`config.mk`:
```
export PLATFORM = sky130hd
export DESIGN_NAME = dcache
export DESIGN_NICKNAME = d
export VERILOG_FILES = /design/src/rtl/dcache_pkg.sv /design/src/rtl/dcache_store.sv /design/src/rtl/dcache.sv
export SDC_FILE = /design/constraint.sdc
export NUM_CORES = 2
export LEC_CHECK = 0
export CAP_MARGIN = 5
export CELL_PAD_IN_SITES_DETAIL_PLACEMENT = 0
export CELL_PAD_IN_SITES_GLOBAL_PLACEMENT = 1
export CORE_ASPECT_RATIO = 1.2
export CORE_MARGIN = 2
export CORE_UTILIZATION = 53
export CTS_CLUSTER_DIAMETER = 200
export CTS_CLUSTER_SIZE = 14
export DETAILED_ROUTE_END_ITERATION = 6
export PLACE_DENSITY_LB_ADDON = 0.1
export SKIP_LAST_GASP = 1
export SYNTH_ARGS = -nofsm -noshare
export SYNTH_HDL_FRONTEND = slang
export SYNTH_SLANG_ARGS = --single-unit
export TNS_END_PERCENT = 5
```
`constraint.sdc`:
```
create_clock -name clk_i -period 6.3 [get_ports clk_i]
set_input_delay 1.26 -clock clk_i [delete_from_list [all_inputs] [get_ports clk_i]]
set_output_delay 1.26 -clock clk_i [all_outputs]
set_load 0.01 [all_outputs]
```
`src/rtl/dcache_pkg.sv`:
```
// Shared types and address-layout constants for the direct-mapped,
// write-through, no-write-allocate data cache.
package dcache_pkg;

    typedef enum logic [1:0] {
        IDLE,
        FILL,
        WRITE
    } state_e;

    localparam int DCACHE_DW  = 32;
    localparam int DCACHE_AW  = 32;
    localparam int DCACHE_SETS = 16;
    localparam int DCACHE_WPL = 4;

    localparam int OFF_W     = 2;
    localparam int WORD_W    = $clog2(DCACHE_WPL);
    localparam int INDEX_W   = $clog2(DCACHE_SETS);
    localparam int TAG_W     = DCACHE_AW - OFF_W - WORD_W - INDEX_W;
    localparam int WORD_LSB  = OFF_W;
    localparam int INDEX_LSB = WORD_LSB + WORD_W;
    localparam int TAG_LSB   = INDEX_LSB + INDEX_W;

endpackage

```
`src/rtl/dcache_store.sv`:
```
// Valid/tag/data arrays: one combinational read port and one
// synchronous write port (word write, optional tag/valid update).
module dcache_store #(
    parameter int DW = 32,
    parameter int TB = 24,
    parameter int IB = 4,
    parameter int WB = 2
) (
    input  logic          clk_i,
    input  logic          rst_i,
    input  logic [IB-1:0] rd_idx_i,
    input  logic [WB-1:0] rd_word_i,
    output logic          rd_valid_o,
    output logic [TB-1:0] rd_tag_o,
    output logic [DW-1:0] rd_data_o,
    input  logic          wr_en_i,
    input  logic          wr_line_i,
    input  logic [IB-1:0] wr_idx_i,
    input  logic [WB-1:0] wr_word_i,
    input  logic [TB-1:0] wr_tag_i,
    input  logic [DW-1:0] wr_data_i
);

    localparam int SETS  = 2 ** IB;
    localparam int DEPTH = 2 ** (IB + WB);

    logic [SETS-1:0] valid_q, valid_d;
    logic [TB-1:0]   tag_q  [SETS];
    logic [TB-1:0]   tag_d  [SETS];
    logic [DW-1:0]   data_q [DEPTH];
    logic [DW-1:0]   data_d [DEPTH];

    assign rd_valid_o = valid_q[rd_idx_i];
    assign rd_tag_o   = tag_q[rd_idx_i];
    assign rd_data_o  = data_q[{rd_idx_i, rd_word_i}];

    always_comb begin
        valid_d = valid_q;
        tag_d   = tag_q;
        data_d  = data_q;
        if (wr_en_i) begin
            data_d[{wr_idx_i, wr_word_i}] = wr_data_i;
            if (wr_line_i) begin
                tag_d[wr_idx_i]   = wr_tag_i;
                valid_d[wr_idx_i] = 1'b1;
            end
        end
    end

    always_ff @(posedge clk_i) begin
        if (rst_i) begin
            valid_q <= '0;
        end else begin
            valid_q <= valid_d;
        end
        tag_q  <= tag_d;
        data_q <= data_d;
    end

endmodule

```
`src/rtl/dcache.sv`:
```
// Memory-stage data cache: load hits in zero cycles, misses refill a
// whole line; stores always write through to memory.
module dcache
    import dcache_pkg::*;
#(
    parameter int DATA_WIDTH     = DCACHE_DW,
    parameter int ADDRESS_WIDTH  = DCACHE_AW,
    parameter int SETS           = DCACHE_SETS,
    parameter int WORDS_PER_LINE = DCACHE_WPL
) (
    input  logic                     clk_i,
    input  logic                     rst_i,
    input  logic                     RdEn_i,
    input  logic                     WrEn_i,
    input  logic [ADDRESS_WIDTH-1:0] Addr_i,
    input  logic [DATA_WIDTH-1:0]    WD_i,
    output logic [DATA_WIDTH-1:0]    RD_o,
    output logic                     Stall_o,
    output logic                     mem_req_o,
    output logic                     mem_we_o,
    output logic [ADDRESS_WIDTH-1:0] mem_addr_o,
    output logic [DATA_WIDTH-1:0]    mem_wdata_o,
    input  logic                     mem_ack_i,
    input  logic [DATA_WIDTH-1:0]    mem_rdata_i
);

    localparam int AW      = ADDRESS_WIDTH;
    localparam int DW      = DATA_WIDTH;
    localparam int WB      = $clog2(WORDS_PER_LINE);
    localparam int IB      = $clog2(SETS);
    localparam int TB      = AW - OFF_W - WB - IB;
    localparam int IDX_LSB = OFF_W + WB;
    localparam int TAG_LSB = IDX_LSB + IB;

    localparam logic [AW-1:0] WORD_MASK =
        {{(AW - OFF_W){1'b1}}, {OFF_W{1'b0}}};
    localparam logic [AW-1:0] LINE_MASK =
        {{(AW - IDX_LSB){1'b1}}, {IDX_LSB{1'b0}}};
    localparam logic [WB-1:0] LAST_WORD = WB'(WORDS_PER_LINE - 1);

    state_e        state_q, state_d;
    logic [WB-1:0] cnt_q, cnt_d;
    logic [AW-1:0] base_q, base_d;
    logic [DW-1:0] wdata_q, wdata_d;

    logic [AW-1:0] lk_addr;
    logic [IB-1:0] lk_idx;
    logic [WB-1:0] lk_word;
    logic [TB-1:0] lk_tag;
    logic          rd_valid;
    logic [TB-1:0] rd_tag;
    logic          hit;

    logic          st_we;
    logic          st_line;
    logic [WB-1:0] st_word;
    logic [DW-1:0] st_wdata;

    // Outside IDLE the lookup follows the registered line/store address.
    always_comb begin
        lk_addr = (state_q == IDLE) ? Addr_i : base_q;
        lk_word = WB'(lk_addr >> OFF_W);
        lk_idx  = IB'(lk_addr >> IDX_LSB);
        lk_tag  = TB'(lk_addr >> TAG_LSB);
        hit     = rd_valid && (rd_tag == lk_tag);
    end

    always_comb begin
        state_d     = state_q;
        cnt_d       = cnt_q;
        base_d      = base_q;
        wdata_d     = wdata_q;
        Stall_o     = 1'b0;
        mem_req_o   = 1'b0;
        mem_we_o    = 1'b0;
        mem_addr_o  = '0;
        mem_wdata_o = '0;
        st_we       = 1'b0;
        st_line     = 1'b0;
        st_word     = lk_word;
        st_wdata    = wdata_q;
        unique case (state_q)
            IDLE: begin
                if (WrEn_i) begin
                    Stall_o = 1'b1;
                    state_d = WRITE;
                    base_d  = Addr_i & WORD_MASK;
                    wdata_d = WD_i;
                end else if (RdEn_i && !hit) begin
                    Stall_o = 1'b1;
                    state_d = FILL;
                    cnt_d   = '0;
                    base_d  = Addr_i & LINE_MASK;
                end
            end
            FILL: begin
                Stall_o    = 1'b1;
                mem_req_o  = 1'b1;
                mem_addr_o = base_q | (AW'(cnt_q) << OFF_W);
                st_word    = cnt_q;
                st_wdata   = mem_rdata_i;
                if (mem_ack_i) begin
                    st_we = 1'b1;
                    cnt_d = cnt_q + 1'b1;
                    if (cnt_q == LAST_WORD) begin
                        st_line = 1'b1;
                        state_d = IDLE;
                    end
                end
            end
            WRITE: begin
                Stall_o     = !mem_ack_i;
                mem_req_o   = 1'b1;
                mem_we_o    = 1'b1;
                mem_addr_o  = base_q;
                mem_wdata_o = wdata_q;
                if (mem_ack_i) begin
                    st_we   = hit;
                    state_d = IDLE;
                end
            end
            default: state_d = IDLE;
        endcase
    end

    always_ff @(posedge clk_i) begin
        if (rst_i) begin
            state_q <= IDLE;
            cnt_q   <= '0;
            base_q  <= '0;
            wdata_q <= '0;
        end else begin
            state_q <= state_d;
            cnt_q   <= cnt_d;
            base_q  <= base_d;
            wdata_q <= wdata_d;
        end
    end

    dcache_store #(
        .DW(DW),
        .TB(TB),
        .IB(IB),
        .WB(WB)
    ) u_store (
        .clk_i     (clk_i),
        .rst_i     (rst_i),
        .rd_idx_i  (lk_idx),
        .rd_word_i (lk_word),
        .rd_valid_o(rd_valid),
        .rd_tag_o  (rd_tag),
        .rd_data_o (RD_o),
        .wr_en_i   (st_we && !rst_i),
        .wr_line_i (st_line),
        .wr_idx_i  (lk_idx),
        .wr_word_i (st_word),
        .wr_tag_i  (lk_tag),
        .wr_data_i (st_wdata)
    );

endmodule

```
# After elaboration in Yosys (flattened, before gate mapping)
# Index checks and enable logic that the tools add are counted.
[totals] ff_bits=2516 in_bits=101 word_cells=170
[op_classes] add_sub_neg=1 order_cmp=7 n_eq_ne=10 muxes=44 bitwise_logic=5 reduce_logical=18
[op_table] cell="2048-bit bitwise mux" n=1
[op_table] cell="384-bit bitwise mux" n=1
[op_table] cell="32-bit two-way mux" n=8
[op_table] cell="32-bit binary-select mux with 6-bit select" n=1
[op_table] cell="32-bit demux with 6-bit select" n=1
[op_table] cell="24-bit binary-select mux with 4-bit select" n=1
[op_table] cell="24-bit demux with 4-bit select" n=1
[op_table] cell="24-bit two-way mux" n=3
[op_table] cell="32-bit one-hot mux with 2 select lines" n=1
[op_table] cell="32-bit by 4-bit OR with 32-bit output" n=1
[op_table] cell="24-bit equality test" n=1
[op_table] cell="2-bit two-way mux" n=9
[op_table] cell="16-bit OR" n=1
[op_table] cell="7-bit greater-or-equal comparator (second input constant)" n=2
[op_table] cell="6-bit NOT with 7-bit output" n=2
[op_table] cell="1-bit two-way mux" n=11
[op_table] cell="2-bit != test (second input constant)" n=4
[op_table] cell="4-bit AND reduction" n=2
[op_table] cell="7-bit by 1-bit < comparator with 1-bit output (second input constant)" n=1
[op_table] cell="1-bit logical AND" n=6
[op_table] cell="2-bit one-hot mux with 3 select lines" n=1
[op_table] cell="2-bit AND reduction" n=3
[op_table] cell="5-bit greater-or-equal comparator (second input constant)" n=1
[op_table] cell="4-bit by 5-bit < comparator with 1-bit output (second input constant)" n=1
[op_table] cell="17 further kinds" n=21

# Logic depth before layout (Yosys ltp)
[depth] word_depth=13 ltp_mapped=20

# Modules after synthesis
# A second synthesis with hierarchy kept.
[hier_totals] cells_unflattened=4301 area_unflattened_um2=97188.2
[modules_own_cells] module="dcache_store" instances=1 cells_per_inst=3800 area_per_inst_um2=93046.7 seq_area_each_um2=73350.3
[modules_own_cells] module="dcache" instances=1 cells_per_inst=501 area_per_inst_um2=4141.5 seq_area_each_um2=1321.3

# Least setup slack after synthesis
# Ideal clock, no wire load.
[synth_timing] path_kind="input-to-reg" from="input port Addr_i[5]" to="register u_store.data_q[1344] (netlist bit) (enable)" setup_ns=0.421 arrival_time_ns=5.292 required_ns=5.879 slack_ns=0.587 cell_stages=14 path_buffers=3 path_cell_list="mux2_4 > buf_4 > buf_4 > buf_4 > mux4_2 > nand2_1 > nand3_1 > xnor2_1 > o2111ai_1 > a2111oi_0 > nand4_1 > o31ai_4 > nand4_1 > nor2_1"
[synth_via] elab_chain_len=10 word_cells_on_any_way=12 classes_between="1 x eq/ne; 8 x mux; 1 x bitwise; 2 x reduce/logical"
[synth_rtl] element="start, declared" line_no="dcache.sv:15" rtl="input logic [ADDRESS_WIDTH-1:0] Addr_i,"
[synth_rtl] element="32-bit two-way mux (*)" line_no="dcache.sv:61" rtl="lk_addr = (state_q == IDLE) ? Addr_i : base_q;"
[synth_rtl] element="4-bit NOT with 5-bit output (implied by the code)" line_no="dcache_store.sv:34" rtl="assign rd_tag_o = tag_q[rd_idx_i];"
[synth_rtl] element="24-bit binary-select mux with 4-bit select" line_no="dcache_store.sv:34"
[synth_rtl] element="24-bit two-way mux (implied by the code) (2 in series)" line_no="dcache_store.sv:34"
[synth_rtl] element="24-bit equality test" line_no="dcache.sv:65" rtl="hit = rd_valid && (rd_tag == lk_tag);"
[synth_rtl] element="1-bit logical AND (*)" line_no="dcache.sv:65"
[synth_rtl] element="1-bit two-way mux (*)" line_no="dcache.sv:117" rtl="if (mem_ack_i) begin"
[synth_rtl] element="1-bit one-hot mux with 2 select lines (*)" line_no="dcache.sv:82" rtl="unique case (state_q)"
[synth_rtl] element="1-bit logical AND (*)" line_no="dcache.sv:153" rtl=".wr_en_i (st_we && !rst_i),"
[synth_rtl] element="end signal, assigned" line_no="dcache_store.sv:57" rtl="data_q <= data_d;"
[synth_rtl] element="end, declared" line_no="dcache_store.sv:30" rtl="logic [DW-1:0] data_q [DEPTH];"
# Every way passes the cells marked *; elsewhere a longest branch is shown, timed or not. The select of a mux whose other input is x is not followed.
# A chain may end at the register's enable or synchronous reset.

# Final worst setup path
[layout_timing] from="register state_q[0]" to="output port RD_o[17]"
[layout_via] elab_chain_len=6
[layout_rtl] element="start, declared" line_no="dcache.sv:41" rtl="state_e state_q, state_d;"
[layout_rtl] element="start signal, assigned" line_no="dcache.sv:133" rtl="state_q <= state_d;"
[layout_rtl] element="2-bit zero test" line_no="dcache.sv:61"
[layout_rtl] element="32-bit two-way mux" line_no="dcache.sv:61"
[layout_rtl] element="6-bit NOT with 7-bit output (implied by the code)" line_no="dcache_store.sv:35" rtl="assign rd_data_o = data_q[{rd_idx_i, rd_word_i}];"
[layout_rtl] element="32-bit binary-select mux with 6-bit select" line_no="dcache_store.sv:35"
[layout_rtl] element="32-bit two-way mux (implied by the code) (2 in series)" line_no="dcache_store.sv:35"
[layout_rtl] element="end, declared" line_no="dcache.sv:17" rtl="output logic [DATA_WIDTH-1:0] RD_o,"
# No other way between the ends. The select of a mux whose other input is x is not followed.

==> impl_metrics.toml <==
[finish]
area_growth_pct = 16.7
fillCellCount = 13700
finalNetCount = 7201
post_route_cells_drive_above_1_share = 0.174
final_core_util = 0.623

[setup_path]
worstSetupStartpoint = "state_q[0]$_SDFFE_PP0P_"
cp.required_ns = 5.04
crit_path_end_kind = "output pin"
crit_end = "RD_o[17]"
r2r.worst_path.cells = 21
timing.rr.end = "u_store.data_q[609]$_DFFE_PP_"
r2r-start = "state_q[0]$_SDFFE_PP0P_"
crit_type = "register to output pin"
r2r_slack_ns = 1.18
critical_path.max_fanout = 18
worstPathArrival_ns = 5.13
startpoint_type = "register"

[power_and_ir_drop]
max-vdd-ir-drop_mv = 0.282
power.total_mw = 36.9
power_per_cell_area_nw_per_um2 = 320
leakage_nw = 38.6

[yosys]
yosys.cell_types.count = 62
ys_top_cells_by_area = "edfxtp_1 (74%), nand2_1 (5.8%), mux4_2 (5.6%)"
syn_inst = 6504
yosysSeqAreaShare = 0.755
ys.flop_type = "edfxtp_1"
synth_enable_flop_cells = 2432
syn_area_um2 = 99000
synth.most_common_cell = "edfxtp_1"
synth_top_area_share = 0.738
synthTopCellsByCount = "edfxtp_1 (2,432), nand2_1 (1,525), nand3_1 (598), clkbuf_1 (265), mux4_2 (248)"
yosys.area.top_type = "edfxtp_1"
ys_ff_latch = 2514
ys_warn_count = 0
syn_avg_cell_area_um2 = 15.2
async_reset_ff_frac = 0

[clock_tree]
clk_pin_slew_worst_paths_ns = 0.08
postCtsHoldBufs = 0
cts_buffers = 197
cts.sinks = 2514
clk_path_buf_depth = 3
cts_max_level = 4
clk_latency_ns = 0.86
cts_tree = "yes"
cts-root-buf = "clkbuf_16"

[sta]
slew_viol_final = 0
skew_ns = 0.0372
period_minus_slack_ns = 6.39
fin_hold_ws_ns = 0.467
rsz0062_at_grt = "yes"
finalWorstSetupSlack_ns = -0.0870
post-route-period-util = 1.01
hold_violations = 0
fmax_mhz = 157
setup_viol = 6
slew_headroom = 0.101
worst_slew_pin_slew_ns = 1.35

[outcome]
violations = "setup timing"
outcome = "finished with violations"

[placement]
io_buffer_count = 195
finalWeightedCongestion = 0.843
hpwl_um = 182000

[detailed_routing]
viasPerCell = 6.28
drt_iter0_drc = 6825
post_drt_wl_per_cell_um = 30.5
ant_nets = 0
wirelength_um = 293000
vias = 60300
firstDrtPassIters = 6
drcViolationCount = 0

[floorplanning]
die_h_um = 477
core.rowCount = 173
dieArea_um2 = 190000
start_util = 0.534
io-pin-count = 200
die_width_um = 398
core_um2 = 185000

[grt]
grt_max_degree = 77
grt_first_pass_wirelength_um = 417000
grt_usage = 0.307
overflow = 0
first_global_vias = 58100
antenna_found_initial = 9

[flow_run]
maxCapViolCount = 0

[worst_hold_path]
min_path_type = "register to register"
registers in the layout, indices dropped and copies added (netlist names):
register,flops
u_store.data_q,2048
cnt_q,2
state_q,2
u_store.valid_q,16
u_store.tag_q,384
base_q,30
wdata_q,32
worst min-delay path by stage:
stage / end / cells after the start / start / slack [ns]
finish: wdata_q[8]$_SDFFE_PP0P_ / 2 / wdata_q[8]$_SDFFE_PP0P_ / 0.47
global route: wdata_q[16]$_SDFFE_PP0P_ / 2 / wdata_q[16]$_SDFFE_PP0P_ / 0.49
CTS: wdata_q[6]$_SDFFE_PP0P_ / 2 / wdata_q[6]$_SDFFE_PP0P_ / 0.47
detailed placement: wdata_q[19]$_SDFFE_PP0P_ / 2 / wdata_q[19]$_SDFFE_PP0P_ / 0.46
global placement: u_store.valid_q[5]$_SDFFE_PP0P_ / 2 / u_store.valid_q[5]$_SDFFE_PP0P_ / 0.45
floorplan: u_store.valid_q[0]$_SDFFE_PP0P_ / 2 / u_store.valid_q[0]$_SDFFE_PP0P_ / 0.44
worst max-delay path, stage by stage, from the launching register on:
cell,delay [ns]
dfxtp_1,0.33
inv_1,0.15
ha_4,0.22
buf_12,0.19
buf_8,0.20
mux2_8,0.47
buf_12,0.19
buf_12,0.16
buf_4,0.21
a311oi_1,0.23
a311oi_1,0.09
a31oi_1,0.54
a21oi_1,0.16
buf_4,0.18
o21ai_0,0.23
clkdlybuf4s50_1,0.65
routing by layer:
metal	vias up	track usage	routed length, um
met5	-	0	13
met1	31100	0.432	118000
met3	447	0.0511	24900
met2	2840	0.497	142000
li1	25800	-	-
met4	2	0.0908	8630
layout make-up:
| class | instances | area [um^2] | area share |
|---|---|---|---|
| sequential | 2514 | 74700 | 0.647 |
| multi-input combinational | 3556 | 23400 | 0.203 |
| timing repair buffer | 806 | 9010 | 0.0781 |
| clock buffer | 231 | 5120 | 0.0443 |
| tap | 2450 | 3070 | 0.0265 |
| clock inverter | 11 | 130 | 0.00113 |
| inverter | 20 | 75.1 | 0.000650 |
| antenna | 6 | 15.0 | 0.000130 |
timing repair:
item | CTS | global route
gates resized for setup | 52 | 3
buffers inserted | 12 | 3
pin swaps | 8 | 2
gates cloned | 2 | 0
setup endpoints to repair | 33 | 31
power by group:
part	leakage [nW]	internal (mW)	switching, mW	total (mW)
clock	2.56	5.67	5.53	11.2
combinational	13.3	2.50	4.36	6.87
sequential	22.8	18.8	0.0380	18.9
cells in the final DEF, fill, tap and decap left out, types with 8 or more instances in the layout:
cell type,netlist,final
edfxtp_1,2432,2432
nand2_1,1525,1525
nand3_1,598,598
buf_4,7,407
mux4_2,248,248
clkbuf_16,0,200
clkdlybuf4s50_1,0,191
buf_12,0,188
a311oi_1,160,158
a21oi_1,105,103
and3_1,98,98
nor2_1,161,82
mux2i_1,88,82
dfxtp_1,82,82
a22oi_1,78,78
nor2_4,1,74
a31oi_1,67,67
and2_1,61,61
nand4_1,44,44
o21ai_0,45,43
mux2_2,44,40
xnor2_1,40,38
clkbuf_1,265,31
a32oi_1,29,29
nor3_1,36,26
inv_1,19,18
o211ai_1,14,14
a22o_1,13,13
o22ai_1,12,12
buf_6,6,12
nor3_2,0,10
nand2b_1,8,8
cells by family after synthesis:
family	share of synthesized area
compound gates	0.0415
xor+xnor	0.00363
fa+ha+maj	0.000632
buf+inv	0.0178
flops	0.755
mux	0.0707
other cells	0.0000379
simple gates	0.111
metrics by stage:
step / worst slack [ns] / instance area [um^2] / TNS (ns) / instances
2_1_floorplan: 0.587 / 99000 / 0 / 6505
3_3_place_gp: -0.539 / 110000 / -7.17 / 9329
3_5_place_dp: -0.535 / 110000 / -3.89 / 9329
4_1_cts: -0.110 / 115000 / -0.750 / 9585
5_1_grt: -0.195 / 115000 / -3.38 / 9589
6_report: -0.0870 / 115000 / -0.196 / 9594
Note: power is estimated with default switching activity, not from simulation.
